[src/rtl/zombie_spawner_pkg.sv]
// Shared types and constants for the zombie spawn path.
// Used by the spawner FSM, its delay timer and the bench.
package zc_pkg;

  typedef enum logic [2:0] {
    IDLE,
    WAIT,
    DRAW_X,
    DRAW_T,
    REQ
  } spawn_state_t;

  localparam int SCREEN_W = 640;
  localparam int ZOMBIE_W = 32;

  typedef logic [1:0] zombie_type_t;

  function automatic logic [9:0] scale_x(
    input logic [7:0] r,
    input int         margin
  );
    return {1'b0, r, 1'b0} + 10'(margin);
  endfunction

endpackage

[src/rtl/zombie_spawner_if.sv]
// Spawn request handshake between spawner and object manager.
// Request fields stay stable while Spawn_valid is high.
interface zombie_spawner_if;
  import zc_pkg::*;

  logic         Spawn_valid;
  logic [9:0]   Spawn_x;
  zombie_type_t Spawn_type;
  logic         Spawn_ack;

  modport master (
    output Spawn_valid,
    output Spawn_x,
    output Spawn_type,
    input  Spawn_ack
  );

  modport slave (
    input  Spawn_valid,
    input  Spawn_x,
    input  Spawn_type,
    output Spawn_ack
  );

endinterface

[src/rtl/zombie_spawner_delay.sv]
// Inter-spawn frame delay counter with load priority.
// Reports when the counter's next value will be zero.
module spawn_delay_timer (
  input  logic       clk_i,
  input  logic       rst_i,
  input  logic       load_i,
  input  logic [6:0] load_val_i,
  input  logic       tick_i,
  input  logic       en_i,
  output logic       zero_next_o
);

  logic [6:0] cnt_q;
  logic [6:0] cnt_d;

  always_comb begin
    cnt_d = cnt_q;
    if (load_i) begin
      cnt_d = load_val_i;
    end else if (tick_i && en_i && cnt_q != 7'd0) begin
      cnt_d = cnt_q - 7'd1;
    end
  end

  always_ff @(posedge clk_i) begin
    if (rst_i) begin
      cnt_q <= 7'd0;
    end else begin
      cnt_q <= cnt_d;
    end
  end

  assign zero_next_o = (cnt_d == 7'd0);

endmodule

[src/rtl/zombie_spawner.sv]
// Paced zombie spawn request generator fed by the LFSR byte stream.
// Draws delay, x and type from successive random bytes; caps population.
module zombie_spawner
  import zc_pkg::*;
#(
  parameter int MAX_ZOMBIES = 8,
  parameter int MIN_DELAY   = 16,
  parameter int X_MARGIN    = 64
) (
  input  logic              Clk,
  input  logic              Reset,
  input  logic              Enable,
  input  logic              Frame_tick,
  input  logic [7:0]        Rand_num,
  input  logic              Zombie_died,
  output logic [3:0]        Alive_cnt,
  zombie_spawner_if.master  spawn
);

  spawn_state_t state_q, state_d;
  logic         valid_q, valid_d;
  logic [9:0]   x_q, x_d;
  zombie_type_t type_q, type_d;
  logic [3:0]   alive_q, alive_d;

  logic       accept;
  logic       load;
  logic [6:0] load_val;
  logic       zero_next;

  assign accept   = (state_q == REQ) && spawn.Spawn_ack;
  assign load     = ((state_q == IDLE) && Enable) || accept;
  assign load_val = 7'(MIN_DELAY) + 7'(Rand_num[5:0]);

  spawn_delay_timer u_timer (
    .clk_i       (Clk),
    .rst_i       (Reset),
    .load_i      (load),
    .load_val_i  (load_val),
    .tick_i      (Frame_tick),
    .en_i        (Enable),
    .zero_next_o (zero_next)
  );

  always_comb begin
    alive_d = alive_q;
    if (accept && !Zombie_died) begin
      alive_d = alive_q + 4'd1;
    end else if (!accept && Zombie_died && alive_q != 4'd0) begin
      alive_d = alive_q - 4'd1;
    end
  end

  // Look ahead on counter and population so DRAW_X starts the cycle
  // the delay expires or a slot frees up.
  always_comb begin
    state_d = state_q;
    unique case (state_q)
      IDLE:   if (Enable) state_d = WAIT;
      WAIT: begin
        if (zero_next && alive_d < 4'(MAX_ZOMBIES)) begin
          state_d = DRAW_X;
        end
      end
      DRAW_X: state_d = DRAW_T;
      DRAW_T: state_d = REQ;
      REQ:    if (spawn.Spawn_ack) state_d = WAIT;
      default: state_d = IDLE;
    endcase
  end

  always_comb begin
    x_d     = x_q;
    type_d  = type_q;
    valid_d = (state_d == REQ);
    if (state_q == DRAW_X) x_d = scale_x(Rand_num, X_MARGIN);
    if (state_q == DRAW_T) type_d = Rand_num[1:0];
  end

  always_ff @(posedge Clk) begin
    if (Reset) begin
      state_q <= IDLE;
      valid_q <= 1'b0;
      x_q     <= 10'd0;
      type_q  <= 2'd0;
      alive_q <= 4'd0;
    end else begin
      state_q <= state_d;
      valid_q <= valid_d;
      x_q     <= x_d;
      type_q  <= type_d;
      alive_q <= alive_d;
    end
  end

  assign spawn.Spawn_valid = valid_q;
  assign spawn.Spawn_x     = x_q;
  assign spawn.Spawn_type  = type_q;
  assign Alive_cnt         = alive_q;

endmodule

[src/flat_wrapper.sv]
// flat-port wrapper written by rule: the top's interface ports become plain ports
module zombie_spawner_flat import zc_pkg::*;
#(
  parameter int MAX_ZOMBIES = 8,
  parameter int MIN_DELAY   = 16,
  parameter int X_MARGIN    = 64
)
  (Clk, Reset, Enable, Frame_tick, Rand_num, Zombie_died, Alive_cnt, spawn_Spawn_valid, spawn_Spawn_x, spawn_Spawn_type, spawn_Spawn_ack);
  zombie_spawner_if spawn_i ();
  input  logic Clk;
  input  logic Reset;
  input  logic Enable;
  input  logic Frame_tick;
  input  logic [7:0] Rand_num;
  input  logic Zombie_died;
  output logic [3:0] Alive_cnt;
  output wire logic [$bits(spawn_i.Spawn_valid)-1:0] spawn_Spawn_valid;
  output wire logic [$bits(spawn_i.Spawn_x)-1:0] spawn_Spawn_x;
  output wire logic [$bits(spawn_i.Spawn_type)-1:0] spawn_Spawn_type;
  input wire logic [$bits(spawn_i.Spawn_ack)-1:0] spawn_Spawn_ack;
  assign spawn_Spawn_valid = spawn_i.Spawn_valid;
  assign spawn_Spawn_x = spawn_i.Spawn_x;
  assign spawn_Spawn_type = spawn_i.Spawn_type;
  assign spawn_i.Spawn_ack = spawn_Spawn_ack;
  zombie_spawner #(.MAX_ZOMBIES(MAX_ZOMBIES), .MIN_DELAY(MIN_DELAY), .X_MARGIN(X_MARGIN)) u_core (.Clk(Clk), .Reset(Reset), .Enable(Enable), .Frame_tick(Frame_tick), .Rand_num(Rand_num), .Zombie_died(Zombie_died), .Alive_cnt(Alive_cnt), .spawn(spawn_i));
endmodule
[config.mk]
export PLATFORM = sky130hd
export DESIGN_NAME = zombie_spawner_flat
export DESIGN_NICKNAME = d
export VERILOG_FILES = /design/src/rtl/zombie_spawner_pkg.sv /design/src/rtl/zombie_spawner_if.sv /design/src/rtl/zombie_spawner_delay.sv /design/src/rtl/zombie_spawner.sv /design/src/flat_wrapper.sv
export SDC_FILE = /design/constraint.sdc
export NUM_CORES = 1
export LEC_CHECK = 0
export CAP_MARGIN = 10
export CELL_PAD_IN_SITES_DETAIL_PLACEMENT = 0
export CELL_PAD_IN_SITES_GLOBAL_PLACEMENT = 1
export CORE_MARGIN = 2
export CORE_UTILIZATION = 23
export CTS_BUF_LIST = sky130_fd_sc_hd__clkbuf_4
export CTS_CLUSTER_DIAMETER = 100
export DETAILED_ROUTE_END_ITERATION = 6
export PLACE_DENSITY = 0.57
export SLEW_MARGIN = 0
export SYNTH_ARGS = -nofsm -noshare
export SYNTH_HDL_FRONTEND = slang
export SYNTH_SLANG_ARGS = --single-unit
[constraint.sdc]
create_clock -name Clk -period 2.4 [get_ports Clk]
set_input_delay 0.36 -clock Clk [delete_from_list [all_inputs] [get_ports Clk]]
set_output_delay 0.36 -clock Clk [all_outputs]
set_load 0.05 [all_outputs]
# Word-level counts from Yosys, hierarchy flattened
# Index checks and enable logic that the tools add are counted.
dict set report op_classes {
  addsub 5
  n_lt_le_gt_ge 1
  n_eq_ne 5
  muxes 8
  reduce_logical 15
}
# operator count
set op_table {}
lappend op_table {{$pmux 3 s5} 1}
lappend op_table {{$mux 7} 2}
lappend op_table {{$add 9x7->10 const B} 1}
lappend op_table {{$mux 3} 3}
lappend op_table {{$logic_and 1x1->1} 8}
lappend op_table {{$mux 4} 2}
lappend op_table {{$add 5x6->7 const A} 1}
lappend op_table {{$logic_not 7->1} 1}
lappend op_table {{$reduce_bool 7->1} 1}
lappend op_table {{$sub 7x1->7 const B} 1}
lappend op_table {{$eq 3x2->1 const B} 2}
lappend op_table {{$eq 3x3->1 const B} 2}
lappend op_table {{$add 4x1->4 const B} 1}
lappend op_table {{$lt 4x4->1 const B} 1}
lappend op_table {{$reduce_bool 4->1} 1}
lappend op_table {{$sub 4x1->4 const B} 1}
lappend op_table {{$eq 3x1->1 const B} 1}
lappend op_table {{$logic_not 3->1} 1}
lappend op_table {{$logic_not 1->1} 2}
lappend op_table {{$logic_or 1x1->1} 1}
dict set report word_totals {
  regBits 27
  in_bits 14
  out_inout_bits 17
  wordCells 40
}

# Depth between registers and ports, before layout
# Gate-level depths: netlist of the first run.
dict set report depth {
  depth_word 12
  ltp_mapped 8
  ltp_nobuf 8
}

# Modules after synthesis
# From an unflattened synthesis of the first run, not the netlist that was laid out.
dict set report unflattened {
  cells_unflattened 164
  area_unflattened_um2 1423.9
}
# mod instances cells_per_inst area_each_um2 seq_area_each_um2
set modules_own_cells {}
lappend modules_own_cells {zombie_spawner 1 104 919.6 380.4}
lappend modules_own_cells {spawn_delay_timer 1 60 504.2 140.1}

# Worst setup path before layout of the first run
# No wires, ideal clock.
dict set report synth_timing {
  path_kind {register -> register}
  start {reg u_core.u_timer.cnt_q[3]}
  end {reg u_core.state_q[1]}
  setup_ns 0.138
  arrival_ns 1.811
  required_ns 2.262
  path_slack_ns 0.451
  stages_incl_launch_ff 7
  n_path_buf 0
  period_less_slack_ns 1.949
  cell_sequence {dfxtp_1 or4_4 or4_2 nand3_1 o2bb2ai_1 nand3_1 o32ai_1}
}
dict set report synth_via {
  elab_chain_len 8
  elab_cells_between_ends 9
  classes_between {1 x add/sub; 4 x mux; 4 x reduce/logical}
}
# item line_no
set synth_rtl {}
lappend synth_rtl {{from (decl)} zombie_spawner_delay.sv:13} ;# logic [6:0] cnt_q;
lappend synth_rtl {{from (signal assigned)} zombie_spawner_delay.sv:29} ;# cnt_q <= cnt_d;
lappend synth_rtl {{parallel branches: the longest is 2 deep, another holds $sub 7x1->7} --}
lappend synth_rtl {{$mux 7 (*)} zombie_spawner_delay.sv:20} ;# end else if (tick_i && en_i && cnt_q != 7'd0) begin
lappend synth_rtl {{$mux 7 (*)} zombie_spawner_delay.sv:18} ;# if (load_i) begin
lappend synth_rtl {{$logic_not 7->1 (*)} zombie_spawner_delay.sv:33} ;# assign zero_next_o = (cnt_d == 7'd0);
lappend synth_rtl {{$logic_and 1x1->1 (*)} zombie_spawner.sv:61} ;# if (zero_next && alive_d < 4'(MAX_ZOMBIES)) begin
lappend synth_rtl {{$mux 3 (*)} zombie_spawner.sv:61}
lappend synth_rtl {{$pmux 3 s5 (*)} zombie_spawner.sv:58} ;# unique case (state_q)
lappend synth_rtl {{to (signal assigned)} zombie_spawner.sv:88} ;# state_q <= state_d;
lappend synth_rtl {{to (decl)} zombie_spawner.sv:20} ;# spawn_state_t state_q, state_d;
# Mark *: on every way between the ends.
# A chain may end at the register's enable or synchronous reset.

# Worst setup path after layout of the first run
dict set report layout_timing {
  start {reg u_core.u_timer.cnt_q[0]}
  end {reg u_core.state_q[0]}
}
# Same word-level chain as after synthesis.

==> flow_metrics.py, run 1 <==
metrics = {
    "place": {
        "dp_hpwl_um": 2520,
        "port_buffers": 29,
        "gp_congestion": 0.746,
        "numPlacedInstances": 258,
    },
    "power_and_ir_drop": {
        "p_per_area_mw_per_mm2": 779,
        "max-vdd-ir-drop_uv": 541,
        "p_leak_nw": 0.669,
    },
    "yosys": {
        "synthFlopType": "dfxtp_1",
        "synth_area_mm2": 0.00133,
        "yosys_warnings": 0,
        "synth_compound_area_share_pct": 15.7,
        "synth_cell_type_count": 42,
        "synth_cells": 158,
        "yosys-top-cells-area": "dfxtp_1 (39%), nor2_1 (5.9%), a21oi_1 (5.6%), ha_1 (5.6%), nand2_1 (5.1%)",
        "seq_area_frac_synth_pct": 39.1,
        "synth_area_per_cell_um2": 8.43,
        "synth_top_area_share_pct": 39.1,
        "synth-seq-cells": 26,
        "async_flop_share_pct": 0,
        "syn_nets": 178,
        "synth_top_family_by_area": "simple AND/OR/NAND/NOR gates",
        "synth-adder-area-share_pct": 5.63,
        "yosys.area_share.simple_pct": 25.3,
        "synth-xor-area-share_pct": 4.60,
        "synth_top_area_cell": "dfxtp_1",
        "synthMuxAreaShare_pct": 5.45,
        "synth_edf_count": 0,
    },
    "clock_tree": {
        "numClockSinks": 26,
        "cts_tree": "yes",
        "cts_max_level": 1,
        "clk_pin_slew_ns": 0.15,
        "clockBufferDepth": 2,
        "clock-root-buffer": "clkbuf_4",
        "cts_setup_buffers": 0,
        "ctsResizeCount": 0,
        "cts_made_buffers": 3,
        "clock_latency_ns": 0.33,
        "cts_hold_buf": 0,
    },
    "sta": {
        "max_slew_margin_pct": 65.3,
        "fmax_mhz": 461,
        "tightest_slew_ns": 0.520,
        "setup_viol": 0,
        "fin_crit_sh_pct": 90.3,
        "hold_viol": 0,
        "timing.setup.tns_ns": 0,
        "skew_ns": 0.0103,
        "whs_ns": 0.464,
        "drv_slew": 0,
        "finalCriticalPeriod_ns": 2.17,
        "grt_setup_unrepaired": "no",
    },
    "grt": {
        "grt_overflow": 0,
        "grt_antenna_before_repair": 0,
        "track_usage_pct": 11.2,
        "grt_max_degree": 27,
        "grt_pass1_wl_um": 5610,
        "grt_pass1_vias": 1212,
    },
    "worst_setup_path": {
        "critPathKind": "flop to flop",
        "crit-reg2reg-launch": "u_core.u_timer.cnt_q[0]",
        "crit_start": "u_core.u_timer.cnt_q[0]",
        "cp_slowest_cell": "o41a_1",
        "max_stage_delay_ns": 0.43,
        "worstPathCellList": "inv_1 -> ha_1 -> nor2b_1 -> a211oi_1 -> xor2_1 -> mux2i_1 -> nand3_1 -> o41a_1",
        "cp-start-kind": "flop",
        "arrival_ns": 2.41,
        "crit_fanout": 3,
        "critical_path_required_ns": 2.64,
        "end_kind": "flop",
    },
    "run": {
        "maxCapViolations": 0,
    },
    "routing": {
        "wl_per_cell_um": 12.6,
        "routed-via-count": 1206,
        "wl_um": 3310,
        "viasPerCell": 4.60,
        "first_pass_iters": 4,
        "drtIter0Drc": 45,
        "antenna_left": 0,
        "drc": 0,
    },
    "final_layout": {
        "drive_above_1_share_pct": 9.47,
        "fin_cells": 262,
        "fin_nets": 211,
        "num_antenna_cells": 0,
        "area_delta_synth_final_pct": 33.5,
    },
    "floorplan": {
        "dieArea_mm2": 0.00642,
        "ios": 31,
        "start_util_pct": 24.1,
        "fp.coreArea_mm2": 0.00554,
        "rows": 27,
        "die_w_um": 80.1,
        "die_y_um": 80.1,
    },
    "worst_hold_path": {
        "hold_path.class": "flop to flop",
        "hold_start": "u_core.spawn.Spawn_x[1]",
    },
    "status": {
        "status": "completed",
    },
}
## registers in the layout, indices dropped and copies added (netlist names)
| register | count |
|---|---|
| u_core.Alive_cnt | 4 |
| u_core.state_q | 3 |
| u_core.spawn.Spawn_valid | 1 |
| u_core.spawn.Spawn_type | 2 |
| u_core.u_timer.cnt_q | 7 |
| u_core.spawn.Spawn_x | 9 |
## layer usage
layer | vias to the layer above | track usage, % | share of wire [%]
li1 | 622 | - | -
met1 | 551 | 14.4 | 49
met2 | 31 | 18.7 | 45
met3 | 2 | 3.03 | 5.1
met4 | 0 | 2.54 | 0.88
met5 | - | 0 | 0
## kinds of logic (layout without fill, tap and decap cells)
| group | count (synthesis) | in the layout |
|---|---|---|
| multiplexers | 7 | 7 |
| other | 1 | 1 |
| AND/OR/NAND/NOR | 67 | 67 |
| flip-flops | 26 | 26 |
| buffers and inverters | 13 | 45 |
| XOR/XNOR | 7 | 7 |
| AO/OA/AOI/OAI | 31 | 31 |
| adder cells (fa/ha/maj) | 6 | 6 |
## cell usage after synthesis, types with 2 or more instances
cell type and instances:
dfxtp_1 26, nor2_1 21, nand2_1 18, a21oi_1 15, ha_1 6, inv_1 6, mux2i_1 5, xnor2_1 5
clkbuf_1 4, nand3_1 4, nor3_1 4, or3_1 4, a211oi_1 3, a211o_1 2, a22oi_1 2, and3_1 2
mux2_2 2, nor3b_1 2, o21ai_0 2, or3b_2 2, xor2_1 2
## worst max-delay path: cells and delay by family, from the launching register on
family,cells,cell delay (ns)
buf+inv,1,0.09
xor+xnor,1,0.11
simple gates,2,0.32
flops,1,0.38
mux,1,0.21
compound gates,2,0.73
fa+ha+maj,1,0.23
## through the flow
stage	setup WS, ns	power [mW]	util (%)	instance area (µm²)
6_report	0.233	1.39	32.1	1780
5_1_grt	0.141	1.48	32.1	1780
2_1_floorplan	0.451	0.927	-	1330
4_1_cts	0.227	1.41	32.1	1780
3_5_place_dp	-0.0253	1.08	31.2	1730
3_3_place_gp	0.0414	1.08	31.2	1730
## cell type report
type / count / area (µm²)
Clock buffer: 3 / 22.5
Clock inverter: 1 / 30.0
Fill cell: 605 / 3760
Inverter: 6 / 22.5
Multi-Input combinational cell: 119 / 758
Sequential cell: 26 / 520
Tap cell: 72 / 90.1
Timing Repair Buffer: 35 / 335
## cells in the final DEF (no fill, tap or decap), drive strengths merged, types with 4 or more instances in the layout
cell type / netlist / layout
ha: 6 / 6
inv: 6 / 6
mux2i: 5 / 5
xnor2: 5 / 5
nor2: 21 / 21
nor3: 4 / 4
or3: 4 / 4
buf: 3 / 6
clkdlybuf4s50: 0 / 29
nand3: 4 / 4
a21oi: 15 / 15
dfxtp: 26 / 26
nand2: 18 / 18
## where the power goes
group          internal [mW]  switching [mW]  total (mW)
logic                  0.231           0.308       0.539
clock network          0.169           0.139       0.308
registers              0.480          0.0593       0.539
total                  0.880           0.506        1.39
## final timing paths
kind	slack [ns]	to	cells past startpoint
worst max-delay path	0.23	u_core.state_q[0]	8
worst min-delay path	0.46	u_core.spawn.Spawn_x[1]	2
worst max register to register	0.23	u_core.state_q[0]	8
worst min register to register	0.46	u_core.spawn.Spawn_x[1]	2
(Power assumes the default switching activity.)
==> run 2, diff against run 1 <==
--- a/config.mk
+++ b/config.mk
@@ -5,7 +5,7 @@
 export SDC_FILE = /design/constraint.sdc
 export NUM_CORES = 1
 export LEC_CHECK = 0
-export CAP_MARGIN = 10
+export CAP_MARGIN = 20
 export CELL_PAD_IN_SITES_DETAIL_PLACEMENT = 0
 export CELL_PAD_IN_SITES_GLOBAL_PLACEMENT = 1
 export CORE_MARGIN = 2
==> results of run 2 <==
No change in the layout: final DEF, timing and power equal those of run 1.
==> run 3, diff against run 2 <==
--- a/config.mk
+++ b/config.mk
@@ -13,6 +13,7 @@
 export CTS_BUF_LIST = sky130_fd_sc_hd__clkbuf_4
 export CTS_CLUSTER_DIAMETER = 100
 export DETAILED_ROUTE_END_ITERATION = 6
+export HOLD_SLACK_MARGIN = 0.02
 export PLACE_DENSITY = 0.57
 export SLEW_MARGIN = 0
 export SYNTH_ARGS = -nofsm -noshare
==> results of run 3 <==
No change in the layout: final DEF, timing and power equal those of run 1.
